**src/rtl/crc9_128_pkg.sv**
```systemverilog
// Shared constants, FSM state type and parity-check column table for the 128-bit CRC-9 decoder.
// Column vectors use bit k as the x^k coefficient: H_COL[i] = x^(9+i) mod g(x).
package crc9_128_pkg;

   localparam int unsigned CRC9_W = 9;
   localparam int unsigned DATA_W = 128;
   localparam int unsigned CODE_W = 137;
   localparam int unsigned DIDX_W = 7;

   // g(x) = x^9 + x^8 + x^5 + x^2 + x + 1, leading term dropped
   localparam logic [0:CRC9_W-1] G_LOW = 9'b111001001;

   typedef enum logic [1:0] {
      IDLE   = 2'd0,
      SYND   = 2'd1,
      SEARCH = 2'd2,
      OUT    = 2'd3
   } state_e;

   typedef logic [0:DATA_W-1][0:CRC9_W-1] hcol_tbl_t;

   function automatic hcol_tbl_t gen_h_col();
      hcol_tbl_t         tbl;
      logic [0:CRC9_W-1] col;
      tbl = '0;
      col = G_LOW;
      for (int i = 0; i < int'(DATA_W); i++) begin
         tbl[DIDX_W'(i)] = col;
         col = {1'b0, col[0:CRC9_W-2]} ^ (col[CRC9_W-1] ? G_LOW : '0);
      end
      return tbl;
   endfunction

   localparam hcol_tbl_t H_COL = gen_h_col();

   function automatic logic is_onehot9(input logic [0:CRC9_W-1] s);
      return (s != '0) && ((s & (s - 9'd1)) == '0);
   endfunction

endpackage

```
**src/rtl/crc9_chunk_fold.sv**
```systemverilog
// Combinational XOR of the H_COL columns for the set bits of data chunk k.
module crc9_chunk_fold
   import crc9_128_pkg::*;
#(
   parameter int unsigned CHUNK = 16,
   parameter int unsigned KW    = 3
) (
   input  logic [0:DATA_W-1] data_i,
   input  logic [KW-1:0]     k_i,
   output logic [0:CRC9_W-1] fold_o
);

   logic [DIDX_W-1:0] idx;

   always_comb begin
      fold_o = '0;
      idx    = '0;
      for (int j = 0; j < int'(CHUNK); j++) begin
         idx = DIDX_W'(int'(k_i) * int'(CHUNK) + j);
         if (data_i[idx]) fold_o = fold_o ^ H_COL[idx];
      end
   end

endmodule

```
**src/rtl/crc9_128_dec.sv**
```systemverilog
// Multi-cycle CRC-9 syndrome check over a 137-bit codeword with optional single-bit correction.
// One codeword in flight; results held in a registered output stage until accepted.
module crc9_128_dec
   import crc9_128_pkg::*;
#(
   parameter int unsigned CHUNK   = 16,
   parameter int unsigned CORRECT = 1
) (
   input  logic              clk,
   input  logic              reset_n,
   input  logic              i_valid,
   output logic              o_ready,
   input  logic [0:CODE_W-1] i_code,
   output logic              o_valid,
   input  logic              i_ready,
   output logic [0:DATA_W-1] o_data,
   output logic [0:CRC9_W-1] o_syndrome,
   output logic              o_err,
   output logic              o_corrected,
   output logic              o_uncorrectable
);

   localparam int unsigned   N      = DATA_W / CHUNK;
   localparam int unsigned   KW     = (N > 1) ? $clog2(N) : 1;
   localparam logic [KW-1:0] K_LAST = KW'(N - 1);

   state_e            state_q, state_d;
   logic [KW-1:0]     k_q, k_d;
   logic [0:DATA_W-1] data_q, data_d;
   logic [0:CRC9_W-1] syn_q, syn_d;
   logic [0:CRC9_W-1] syn_nx, fold;
   logic              corr_q, corr_d;
   logic              unc_q, unc_d;
   logic              ready_q, ready_d;
   logic              valid_q, valid_d;
   logic [0:DATA_W-1] odata_q, odata_d;
   logic [0:CRC9_W-1] osyn_q, osyn_d;
   logic              oerr_q, oerr_d;
   logic              ocorr_q, ocorr_d;
   logic              ounc_q, ounc_d;
   logic              hit;
   logic [DIDX_W-1:0] hit_idx, cand_idx;

   crc9_chunk_fold #(
      .CHUNK (CHUNK),
      .KW    (KW)
   ) u_fold (
      .data_i (data_q),
      .k_i    (k_q),
      .fold_o (fold)
   );

   // Column search for chunk k; scanning downwards leaves the lowest matching index
   always_comb begin
      hit      = 1'b0;
      hit_idx  = '0;
      cand_idx = '0;
      for (int j = int'(CHUNK) - 1; j >= 0; j--) begin
         cand_idx = DIDX_W'(int'(k_q) * int'(CHUNK) + j);
         if (H_COL[cand_idx] == syn_q) begin
            hit     = 1'b1;
            hit_idx = cand_idx;
         end
      end
   end

   always_comb begin
      state_d = state_q;
      k_d     = k_q;
      data_d  = data_q;
      syn_d   = syn_q;
      corr_d  = corr_q;
      unc_d   = unc_q;
      valid_d = valid_q;
      odata_d = odata_q;
      osyn_d  = osyn_q;
      oerr_d  = oerr_q;
      ocorr_d = ocorr_q;
      ounc_d  = ounc_q;
      syn_nx  = syn_q ^ fold;

      unique case (state_q)
         IDLE: begin
            if (i_valid && ready_q) begin
               data_d  = i_code[CRC9_W +: DATA_W];
               syn_d   = i_code[0 +: CRC9_W];
               k_d     = '0;
               corr_d  = 1'b0;
               unc_d   = 1'b0;
               state_d = SYND;
            end
         end
         SYND: begin
            syn_d = syn_nx;
            if (k_q != K_LAST) begin
               k_d = k_q + KW'(1);
            end else if (syn_nx == '0) begin
               state_d = OUT;
            end else if (CORRECT == 0) begin
               unc_d   = 1'b1;
               state_d = OUT;
            end else if (is_onehot9(syn_nx)) begin
               // lone parity-bit error: data is already good
               corr_d  = 1'b1;
               state_d = OUT;
            end else begin
               k_d     = '0;
               state_d = SEARCH;
            end
         end
         SEARCH: begin
            if (hit) begin
               data_d[hit_idx] = ~data_q[hit_idx];
               corr_d          = 1'b1;
               state_d         = OUT;
            end else if (k_q == K_LAST) begin
               unc_d   = 1'b1;
               state_d = OUT;
            end else begin
               k_d = k_q + KW'(1);
            end
         end
         OUT: begin
            // first cycle loads the output stage, then hold until accepted
            if (!valid_q) begin
               valid_d = 1'b1;
               odata_d = data_q;
               osyn_d  = syn_q;
               oerr_d  = (syn_q != '0);
               ocorr_d = corr_q;
               ounc_d  = unc_q;
            end else if (i_ready) begin
               valid_d = 1'b0;
               state_d = IDLE;
            end
         end
         default: state_d = IDLE;
      endcase

      ready_d = (state_d == IDLE);
   end

   always_ff @(posedge clk or negedge reset_n) begin
      if (!reset_n) begin
         state_q <= IDLE;
         k_q     <= '0;
         data_q  <= '0;
         syn_q   <= '0;
         corr_q  <= 1'b0;
         unc_q   <= 1'b0;
         ready_q <= 1'b1;
         valid_q <= 1'b0;
         odata_q <= '0;
         osyn_q  <= '0;
         oerr_q  <= 1'b0;
         ocorr_q <= 1'b0;
         ounc_q  <= 1'b0;
      end else begin
         state_q <= state_d;
         k_q     <= k_d;
         data_q  <= data_d;
         syn_q   <= syn_d;
         corr_q  <= corr_d;
         unc_q   <= unc_d;
         ready_q <= ready_d;
         valid_q <= valid_d;
         odata_q <= odata_d;
         osyn_q  <= osyn_d;
         oerr_q  <= oerr_d;
         ocorr_q <= ocorr_d;
         ounc_q  <= ounc_d;
      end
   end

   assign o_ready         = ready_q;
   assign o_valid         = valid_q;
   assign o_data          = odata_q;
   assign o_syndrome      = osyn_q;
   assign o_err           = oerr_q;
   assign o_corrected     = ocorr_q;
   assign o_uncorrectable = ounc_q;

endmodule

```
**config.mk**
```make
export PLATFORM = sky130hd
export DESIGN_NAME = crc9_128_dec
export DESIGN_NICKNAME = d
export VERILOG_FILES = /design/src/rtl/crc9_128_pkg.sv /design/src/rtl/crc9_chunk_fold.sv /design/src/rtl/crc9_128_dec.sv
export SDC_FILE = /design/constraint.sdc
export NUM_CORES = 1
export LEC_CHECK = 0
export BUFFER_PORTS_ARGS = -buffer_cell sky130_fd_sc_hd__buf_2
export CORE_UTILIZATION = 55
export DETAILED_ROUTE_END_ITERATION = 10
export PLACE_DENSITY_LB_ADDON = 0.05
export SLEW_MARGIN = 15
export SYNTH_ARGS = -nofsm -noshare
export SYNTH_HDL_FRONTEND = slang
export SYNTH_SLANG_ARGS = --single-unit
```
**constraint.sdc**
```tcl
create_clock -name clk -period 9.45 [get_ports clk]
set_clock_uncertainty 0.15 [all_clocks]
set_input_delay 2.3625 -clock clk [delete_from_list [all_inputs] [get_ports clk]]
set_output_delay 2.3625 -clock clk [all_outputs]
set_load 0.01 [all_outputs]
```
== Yosys cells after proc, flatten, opt, wreduce, memory -nomap -nowiden ==
Memory sizes are Yosys's and may differ from the RTL's.
Index checks and enable logic that the tools add are counted.
Word-level totals
  register bits after elaboration: 286
  bits in read-only memories: 18432
  bits of input ports: 141
  output and inout bits: 142
  word-level logic and storage cells: 315
  memories: 16
Operators by class
  add/subtract/negate cells: 17
  $lt $le $gt $ge: 18
  equality and inequality tests: 31
  multiplexer cells: 166
  bitwise gates (word level): 36
  reduce and logical (&&, ||, !) cells: 18
Memory list
  (name not given): words 128, bits a word 9, read ports 1, clocked after memory_dff 0, wr ports 0, line crc9_chunk_fold.sv:20  | if (data_i[idx]) fold_o = fold_o ^ H_COL[idx];
  (name not given): words 128, bits a word 9, read ports 1, clocked after memory_dff 0, wr ports 0, line crc9_chunk_fold.sv:20
  (name not given): words 128, bits a word 9, read ports 1, clocked after memory_dff 0, wr ports 0, line crc9_chunk_fold.sv:20
  (name not given): words 128, bits a word 9, read ports 1, clocked after memory_dff 0, wr ports 0, line crc9_chunk_fold.sv:20
  (name not given): words 128, bits a word 9, read ports 1, clocked after memory_dff 0, wr ports 0, line crc9_chunk_fold.sv:20
  (name not given): words 128, bits a word 9, read ports 1, clocked after memory_dff 0, wr ports 0, line crc9_chunk_fold.sv:20
  +10 memories
Operators with widths (number)
  9-bit two-way mux: 49
  128-bit two-way mux: 2
  128-bit case mux with 2 select lines: 1
  9-bit == test: 16
  9-bit bitwise XOR: 16
  8-bit greater-or-equal comparator, second input constant: 17
  7-bit inverter with 8-bit output: 17
  128-bit bitwise mux: 1
  1-bit binary-select mux with 7-bit select: 17
  7-bit two-way mux: 16
  1-bit two-way mux: 62
  7-bit by 4-bit adder with 7-bit output, second input constant: 8
  7-bit by 3-bit adder with 7-bit output, second input constant: 4
  9-bit zero test: 2
  3-bit two-way mux: 6
  9-bit case mux with 2 select lines: 1
  9-bit nonzero test: 2
  2-bit inequality test, second input constant: 8
  7-bit by 2-bit adder with 7-bit output, second input constant: 2
  2-bit two-way mux: 6
  6-bit AND reduction: 2
  9-bit bitwise AND: 1
  3-bit inequality test, second input constant: 3
  3-bit case mux with 3 select lines: 1
  other kinds (19): 26

== Depth between registers and ports, before layout ==
Gate-level depths: netlist of the first run.
  depth in word-level cells: 45
  gate-level depth with buffers: 27

== Hierarchy ==
A second synthesis of the first run with hierarchy kept.
Second synthesis, totals
  cells, all modules: 2190
  area total of the unflattened synthesis: 20390.8 sq um
By module, submodules not included
  crc9_128_dec: instances 1, cells each 1888, area each 18024.8 sq um, seq. area each 7158.1 sq um
  crc9_chunk_fold: instances 1, cells each 302, area each 2366.0 sq um, seq. area each 0.0 sq um

== Worst setup path after synthesis of the first run ==
No wires, ideal clock.
  path kind: reg2reg
  start point: register k_q[2]
  end point: register data_q[48] (netlist name)
  library setup time: 148 ps
  data arrival time: 5247 ps
  required time: 9152 ps
  slack: 3905 ps
  stages on the path, launching flop included: 25
  buffers on the path: 8
  period minus slack after synthesis: 5545 ps
  cells stage by stage: dfrtp_1 buf_2 buf_2 inv_1 buf_1 clkbuf_1 ha_1 clkbuf_1 xnor2_1 nand3_1 a2111oi_0 a31o_2 nand2_1 a31o_2 a21boi_2 buf_2 mux2i_1 nand2_1 a21oi_1 nor4_1 or3b_1 a2111oi_4 buf_2 buf_6 a31oi_1
On the way
  longest elaborated chain between the ends: 30
  elaborated cells between the ends (all ways): 142
  classes of those cells: 15 x add/sub; 2 x order compare; 17 x eq/ne; 72 x mux; 18 x bitwise; 2 x reduce/logical; 16 x memory
Ends and longest elaborated chain
  start: declaration: line crc9_128_dec.sv:28  | logic [KW-1:0] k_q, k_d;
  start signal: assignment: line crc9_128_dec.sv:160  | k_q <= k_d;
  7-bit by 4-bit adder with 7-bit output: line crc9_128_dec.sv:59  | cand_idx = DIDX_W'(int'(k_q) * int'(CHUNK) + j);
  7-bit inverter with 8-bit output (implied by the code): line crc9_128_dec.sv:60  | if (H_COL[cand_idx] == syn_q) begin
  memory 128 x 9 bit
  9-bit two-way mux (2 in series)
  9-bit == test: line crc9_128_dec.sv:60
  7-bit two-way mux (16 in series): line crc9_128_dec.sv:60
  7-bit inverter with 8-bit output: line crc9_128_dec.sv:113  | data_d[hit_idx] = ~data_q[hit_idx];
  8-bit greater-or-equal comparator (implied by the code), or another cell as far along: line crc9_128_dec.sv:113
  1-bit logical AND (implied by the code) / 1-bit two-way mux (equally long branches): line crc9_128_dec.sv:113
  1-bit two-way mux (implied by the code): line crc9_128_dec.sv:113
  1-bit demux with 7-bit select / 1-bit inverter (equally long branches): line crc9_128_dec.sv:113
  128-bit bitwise mux: line crc9_128_dec.sv:113
  128-bit two-way mux: line crc9_128_dec.sv:112  | if (hit) begin
  128-bit case mux with 2 select lines: line crc9_128_dec.sv:82  | unique case (state_q)
  end signal: assignment: line crc9_128_dec.sv:161  | data_q <= data_d;
  end: declaration: line crc9_128_dec.sv:29  | logic [0:DATA_W-1] data_q, data_d;
Parallel ways exist; a longest one is shown, timed or not. The select of a mux whose other input is x is not followed.
A chain may end at the register's enable or synchronous reset.

== Worst setup path after layout of the first run ==
  start point: register k_q[1]
  end point: register data_q[21] (netlist name)
The elaborated chain is that of the path after synthesis.

==> results of run 1 <==
## power groups by stage
| stage | Combinational (mW) | Clock [mW] | Sequential, mW |
|---|---|---|---|
| after floorplan | 5.23 | 0 | 2.18 |
| after global placement | 6.76 | 0 | 2.41 |
| after detailed placement | 6.90 | 0 | 2.43 |
| after CTS | 6.93 | 1.37 | 2.41 |
| after global routing | 7.64 | 1.42 | 2.47 |
| final | 7.07 | 1.36 | 2.45 |
## layout make-up
cell class,instances,area [um^2]
clock buffers,42,887
clock inverters,16,262
fillers,2937,12100
inverters,22,82.6
multi-input cells,1597,11100
flip-flops and latches,286,7160
well taps,448,561
repair buffers,325,1780
## final timing paths
kind	from	endpoint	slack (ps)	depth (start not counted)
min	o_err$_DFFE_PN0P_	o_err$_DFFE_PN0P_	330	2
max reg2reg	k_q[1]$_DFFE_PN0P_	data_q[21]$_DFFE_PN0P_	2190	17
min in group asynchronous	reset_n	o_data[107]$_DFFE_PN0P_	1720	1
min reg2reg	o_err$_DFFE_PN0P_	o_err$_DFFE_PN0P_	330	2
max in group asynchronous	reset_n	o_data[10]$_DFFE_PN0P_	5940	2
max	k_q[1]$_DFFE_PN0P_	data_q[21]$_DFFE_PN0P_	2190	17
## stage by stage
stage | util [%] | setup slack [ps] | power, mW
floorplan | - | 3900 | 7.41
global placement | 61.0 | 2640 | 9.17
detailed placement | 61.0 | 2460 | 9.33
CTS | 64.4 | 2420 | 10.7
global route | 64.4 | 1900 | 11.5
finish | 64.4 | 2190 | 10.9
## placed cells by master, fill, tap and decap left out, types with 28 or more instances in the layout
cell type	count
nand2_1	316
dfrtp_1	282
buf_2	281
mux2_2	152
a21oi_1	125
nor2_1	125
xnor2_1	102
a31oi_1	99
o22ai_1	94
o21ai_0	58
mux2i_1	46
xor2_1	40
buf_4	40
nor3_1	33
clkbuf_16	31
nand3_1	30
nor2b_1	28
## cells in the mapped netlist (all sizes together) (7+ instances only)
cell type / count / area, um^2
nand2: 316 / 1190
dfrtp: 285 / 7130
mux2: 154 / 1730
nor2: 132 / 500
a21oi: 125 / 626
clkbuf: 110 / 413
xnor2: 102 / 893
a31oi: 99 / 619
o22ai: 94 / 588
buf: 90 / 473
o21ai: 61 / 305
mux2i: 47 / 474
xor2: 40 / 350
nor3: 33 / 165
nand3: 30 / 150
nor2b: 28 / 175
mux4: 27 / 608
nand2b: 26 / 163
inv: 21 / 78.8
a22oi: 19 / 143
o31ai: 15 / 113
ha: 14 / 175
or3: 14 / 87.6
nand4: 11 / 68.8
a211oi: 10 / 75.1
a32oi: 10 / 87.6
o211ai: 10 / 75.1
o221ai: 10 / 87.6
and3: 9 / 56.3
nor3b: 9 / 67.6
or2: 9 / 56.3
a21o: 8 / 60.1
nor4b: 8 / 70.1
o32ai: 8 / 70.1
xnor3: 7 / 158
## registers in the layout, summed over array words and instances, names as in the netlist
register,count
corr_q,1
o_uncorrectable,1
o_err,1
o_ready,1
o_syndrome,9
o_data,128
state_q,2
syn_q,9
unc_q,1
k_q,3
o_valid,1
data_q,128
o_corrected,1
## logic make-up (layout without fill, tap and decap cells)
family	after synthesis	count (layout)	share of synthesized area, %
DFF	286	286	37.4
xor gates and xnor gates	149	149	7.32
muxes	228	228	14.7
buffers and inverters	222	405	5.06
adders and majority gates	16	16	1.02
AOI/OAI and AO/OA	537	537	18.3
and+or+nand+nor	667	667	16.2
## metal layers
metal	routed length [um]	global-route usage, %
met5	0	0
met4	3120	16.7
met3	7780	8.18
met2	31500	59.1
met1	27900	54.4
## worst max-delay path: stages, from the launching register on
cell	delay, ps
dfrtp_2	400
inv_1	550
ha_1	1040
nor2_1	330
or3_1	390
a222oi_1	450
o211a_1	270
nor3_1	80
o21bai_2	300
nand2_1	460
nand2_1	590
o221ai_1	220
a22oi_1	270
nor2_1	50
or3b_1	440
a2111oi_4	370
buf_12	390
a31oi_1	170
==> summary.txt, run 1 <==
STA
  • Setup TNS: 0 ps
  • Worst-Margin Slew: 1220 ps
  • Final setup viols: 0
  • RSZ-0062 raised after global routing: false
  • Tcrit/Tclk final: between 70% and 80%
  • Final slew viol count: 0
  • Final Hold Viols: 0
  • Fin crit period: a little over 7000 ps
  • Worst hold slack: roughly 330 ps
  • Max Fclk: roughly 0.14 GHz
  • Slew HR: between 10% and 20%

Setup path
  • WS Path Type: reg -> reg
  • CP Max Fanout: between 90 and 100
  • CP Data Required Time: 9710 ps
  • Setup crit start kind: flip-flop
  • Arr. time, crit path: between 7000 and 8000 ps
  • CP endpoint kind: flip-flop

Finish
  • Area Overhead vs Synth: 13.9%
  • Post-Layout Cell Count: 2736
  • Ant diodes: 0
  • Share of layout cells above drive strength 1: roughly a quarter
  • Nets@finish: between 2000 and 2500
  • Cell area after layout: 21800 um^2

Placed design
  • Placed Instances: roughly 2700
  • Placer congestion estimate: about 1
  • Placed Area: around 21000 um^2
  • Detailed Place HPWL: 48700 um
  • Number of port buffers: 282

Floorplan
  • Initial core utilization: between 50 and 60%
  • Die Ht: between 150 and 200 um
  • Die footprint: 35500 um^2
  • Core ar.: between 30000 and 40000 um^2
  • FP Rows: between 60 and 70
  • IO Pins: between 200 and 300
  • Die span in x: 189 um

Job
  • Max-cap violations: 0

Clocking
  • CTS max path bufs: 3
  • CTS tree: built
  • H-Tree Level Count: 1
  • Total CTS buffers: 31
  • Cts hold-fix bufs: 0
  • Clock Latency Late Sink: ~610 ps
  • Post CTS Setup Buffer Count: 0
  • Clock Sinks: 286
  • Clk slew on worst S/H paths: 60 ps
  • Root Buffer: clkbuf_16
  • Cts repair resizes: 0

Synth
  • Syn Nets: around 2300
  • Ys flop type: dfrtp_1
  • Post-Syn Area: about 19000 um^2
  • Syn Inst Count: approximately 2100
  • Post-synthesis sequential area ratio: 37.4%
  • Syn avg cell area: 9.09 um^2
  • Post-synth ARST share: between 90% and 100%
  • Library cells used by synthesis: 91
  • Post-synth EDFFs: 0
  • Number of synthesized register bits: between 200 and 300
  • Ys Warns: 0

Drt
  • Drt via density: around 6.7
  • Vias: ~18000
  • Final antenna-violating net count: 0
  • Total Wirelength: a little over 70000 um
  • Initial DRC count: about 2300
  • Post-route DRC: 0
  • WL/cell: ~26 um
  • Initial DRT Pass Iterations: 8

Pwr
  • P_int: 5.53 mW
  • Switch share: between 40% and 50%
  • Leakage: around 9.8 nW
  • Psw: approximately 5.3 mW
  • Combinational power share: 65.0%
  • Pwr Density: roughly 500 nW/um^2
  • IR drop worst, VDD: slightly above 0.0005 V
  • Part of the power in registers: between 20% and 30%
  • Clk pwr share: about 13%

GRT
  • Total grt overflow: 0
  • Vias in the first global route: approximately 17000
  • Pin count of the biggest net entering global routing: between 150 and 200
  • Global-route wire length before repair: between 100000 and 150000 um
  • Initial antenna violation count: 1
  • Total GRT Usage: about two fifths

Hold path
  • Hold WC Path Type: reg -> reg

Run status
  • Outcome: finished clean
Power figures use the tool's default switching activity.
==> inputs of run 2 (changes only) <==
--- a/config.mk
+++ b/config.mk
@@ -6,7 +6,7 @@
 export NUM_CORES = 1
 export LEC_CHECK = 0
 export BUFFER_PORTS_ARGS = -buffer_cell sky130_fd_sc_hd__buf_2
-export CORE_UTILIZATION = 55
+export CORE_UTILIZATION = 53
 export DETAILED_ROUTE_END_ITERATION = 10
 export PLACE_DENSITY_LB_ADDON = 0.05
 export SLEW_MARGIN = 15
==> constraint.sdc (replaced) <==
create_clock -name clk -period 6.04 [get_ports clk]
set_clock_uncertainty 0.15 [all_clocks]
set_input_delay 1.51 -clock clk [delete_from_list [all_inputs] [get_ports clk]]
set_output_delay 1.51 -clock clk [all_outputs]
set_load 0.01 [all_outputs]
==> run 2 against run 1 <==
Against the previous run:
- flip-flop and latch count unchanged
- die area up 3.7%
- highest routed layer unchanged
- via count up 1.7%
- maximum frequency up 25%
- wire length up 4.7%
- non-clock buffer count up 75
- first-iteration DRC count up 2.3%
- worst setup slack worse by 2000 ps
- clock-buffer cell count up 2
- critical path depth up 2
- utilization down 1.4 points
- global-route usage up 0.98 points
==> summary.txt, run 2 (synthesized netlist as in run 1, its figures left out) <==
Drt
  • WL/cell: 26.1 um (+1.5%)
  • Max layer used: met4
  • Post-route DRC: 0 (unchanged)
  • Total Wirelength: 73700 um (+4.7%)
  • Initial DRC count: 2361 (+2.3%)
  • Initial DRT Pass Iterations: 6 (-2)
  • Final antenna-violating net count: 0 (unchanged)
  • Metal2 WL: 33800 um (+7.3%)
  • Wire length on met3: 8140 um (+4.7%)
  • Vias: 18700 (+1.7%)
  • Routed metal-1 wirelength: 28600 um (+2.2%)
  • Drt via density: 6.62 (-1.4%)

GRT
  • Vias in the first global route: 18000 (+3.5%)
  • Initial antenna violation count: 0 (-1)
  • Total grt overflow: 0 (unchanged)
  • Total GRT Usage: 40.1% (+0.98 points)
  • Pin count of the biggest net entering global routing: 106 (-33%)
  • Global-route wire length before repair: 111000 um (+4.3%)

Placed design
  • Placed Instances: 2766 (+3.3%)
  • Detailed Place HPWL: 53400 um (+9.8%)
  • Number of port buffers: 282 (unchanged)
  • Placer congestion estimate: 1.03 (+2.9%)
  • Dpl ws: 171 ps (-2290 ps)

Clocking
  • CTS tree: built
  • Post CTS Setup Buffer Count: 0 (unchanged)
  • Clock Latency Late Sink: 590 ps (-20 ps)
  • Cts repair resizes: 0 (unchanged)
  • CTS max path bufs: 3 (unchanged)
  • Total CTS buffers: 31 (unchanged)
  • Clock Sinks: 286 (unchanged)
  • Clk slew on worst S/H paths: 60 ps (about the same)
  • H-Tree Level Count: 1 (unchanged)
  • Cts hold-fix bufs: 0 (unchanged)
  • Root Buffer: clkbuf_16

Finish
  • Register area: 7160 um^2 (unchanged)
  • Post-Layout Cell Count: 2824 (+3.2%)
  • Final Util: 62.9% (-1.4 points)
  • Area Overhead vs Synth: 17.0%
  • Most common cell after layout, fill and taps aside: nand2_1
  • Nets@finish: 2493 (+3.1%)
  • Share of layout cells above drive strength 1: 28.7% (+2.4 points)
  • Ant diodes: 0 (unchanged)
  • Multi-input gate area: 11100 um^2 (about the same)
  • Fillers: 3081 (+4.9%)
  • Most frequent cells in the layout: nand2_1, dfrtp_1, buf_2

Setup path
  • Slowest stage delay, CP: 940 ps (-100 ps)
  • CP Cell Sequence: clkinv_1 -> ha_1 -> buf_4 -> xor2_1 -> a22oi_1 -> a32oi_1 -> nand3_1 -> a2111oi_0 -> buf_4 -> a21boi_4 -> nor4b_1 -> a31o_2 -> o2bb2ai_1 -> nor4_1 -> or3b_1 -> a2111oi_4 -> buf_12 -> buf_12 -> a31oi_1
  • Delay-heaviest family, CP: compound AO/OA/AOI/OAI gates
  • Arr. time, crit path: 6090 ps (-1430 ps)
  • Setup crit start kind: flip-flop
  • WS Path Type: reg -> reg
  • Critical Path Slowest Stage Cell: a2111oi_0
  • CP endpoint kind: flip-flop
  • CP Data Required Time: 6320 ps (-3390 ps)
  • CP Max Fanout: 34 (-65%)
  • WP buf/inv: 5 (+3)

Floorplan
  • Core ar.: 35600 um^2 (+5.0%)
  • Die footprint: 36900 um^2 (+3.7%)
  • IO Pins: 283 (unchanged)
  • Die span in x: 192 um (+1.8%)
  • FP Rows: 69 (+3.0%)
  • Initial core utilization: 53.8% (-2.7 points)
  • Die Ht: 192 um (+1.8%)

STA
  • RSZ-0062 raised after global routing: false
  • Tcrit/Tclk final: 96.1% (+19 points)
  • Final slew viol count: 0 (unchanged)
  • Worst-Margin Slew: 1300 ps (+77.4 ps)
  • Fin crit period: 5810 ps (-1450 ps)
  • Slew HR: 13.5% (-5.2 points)
  • Setup TNS: 0 ps (unchanged)
  • Final Hold Viols: 0 (unchanged)
  • Final WS setup: 233 ps (-1960 ps)
  • Final setup viols: 0 (unchanged)
  • Max Fclk: 0.172 GHz (+25%)

Job
  • Max-cap violations: 0 (unchanged)

Run status
  • Outcome: finished clean

Hold path
  • Hold WC Path Type: reg -> reg
run 2: worst paths after layout:
path,depth (start not counted),start,endpoint,slack (ps)
min reg2reg,2,o_err$_DFFE_PN0P_,o_err$_DFFE_PN0P_,320
max reg2reg,19,k_q[0]$_DFFE_PN0P_,data_q[41]$_DFFE_PN0P_,230
max in group asynchronous,2,reset_n,o_data[60]$_DFFE_PN0P_,3770
min,2,o_err$_DFFE_PN0P_,o_err$_DFFE_PN0P_,320
max,19,k_q[0]$_DFFE_PN0P_,data_q[41]$_DFFE_PN0P_,230
min in group asynchronous,1,reset_n,data_q[109]$_DFFE_PN0P_,830
run 2: layout make-up:
cell class / count / share of cell area (%)
clock buffer: 44 / 4.09
clock inverter: 14 / 0.620
inverter: 22 / 0.369
multi-input combinational: 1597 / 49.4
sequential: 286 / 32.0
tap: 461 / 2.58
timing repair buffer: 400 / 10.9
run 2: per-layer routing:
layer,track usage [%],vias to the layer above
li1,-,8115
met5,0,-
met3,7.51,233
met1,54.8,9085
met2,62.5,1267
met4,16.3,0
run 2: worst min-delay path, cell delays in order (launching register included):
cell and delay, ps:
dfrtp_1 340, nand2_1 50, nand2_1 50
run 2: per-stage QoR:
stage | hold slack [ps] | area, um^2
floorplan | 308 | 19100
global placement | 305 | 21300
detailed placement | 310 | 21300
CTS | 323 | 22400
global route | 338 | 22400
finish | 319 | 22400
Power of run 2 is left out: the tool's default activity adds up to more than one toggle a clock period on the data nets, which glitch-free logic cannot reach.
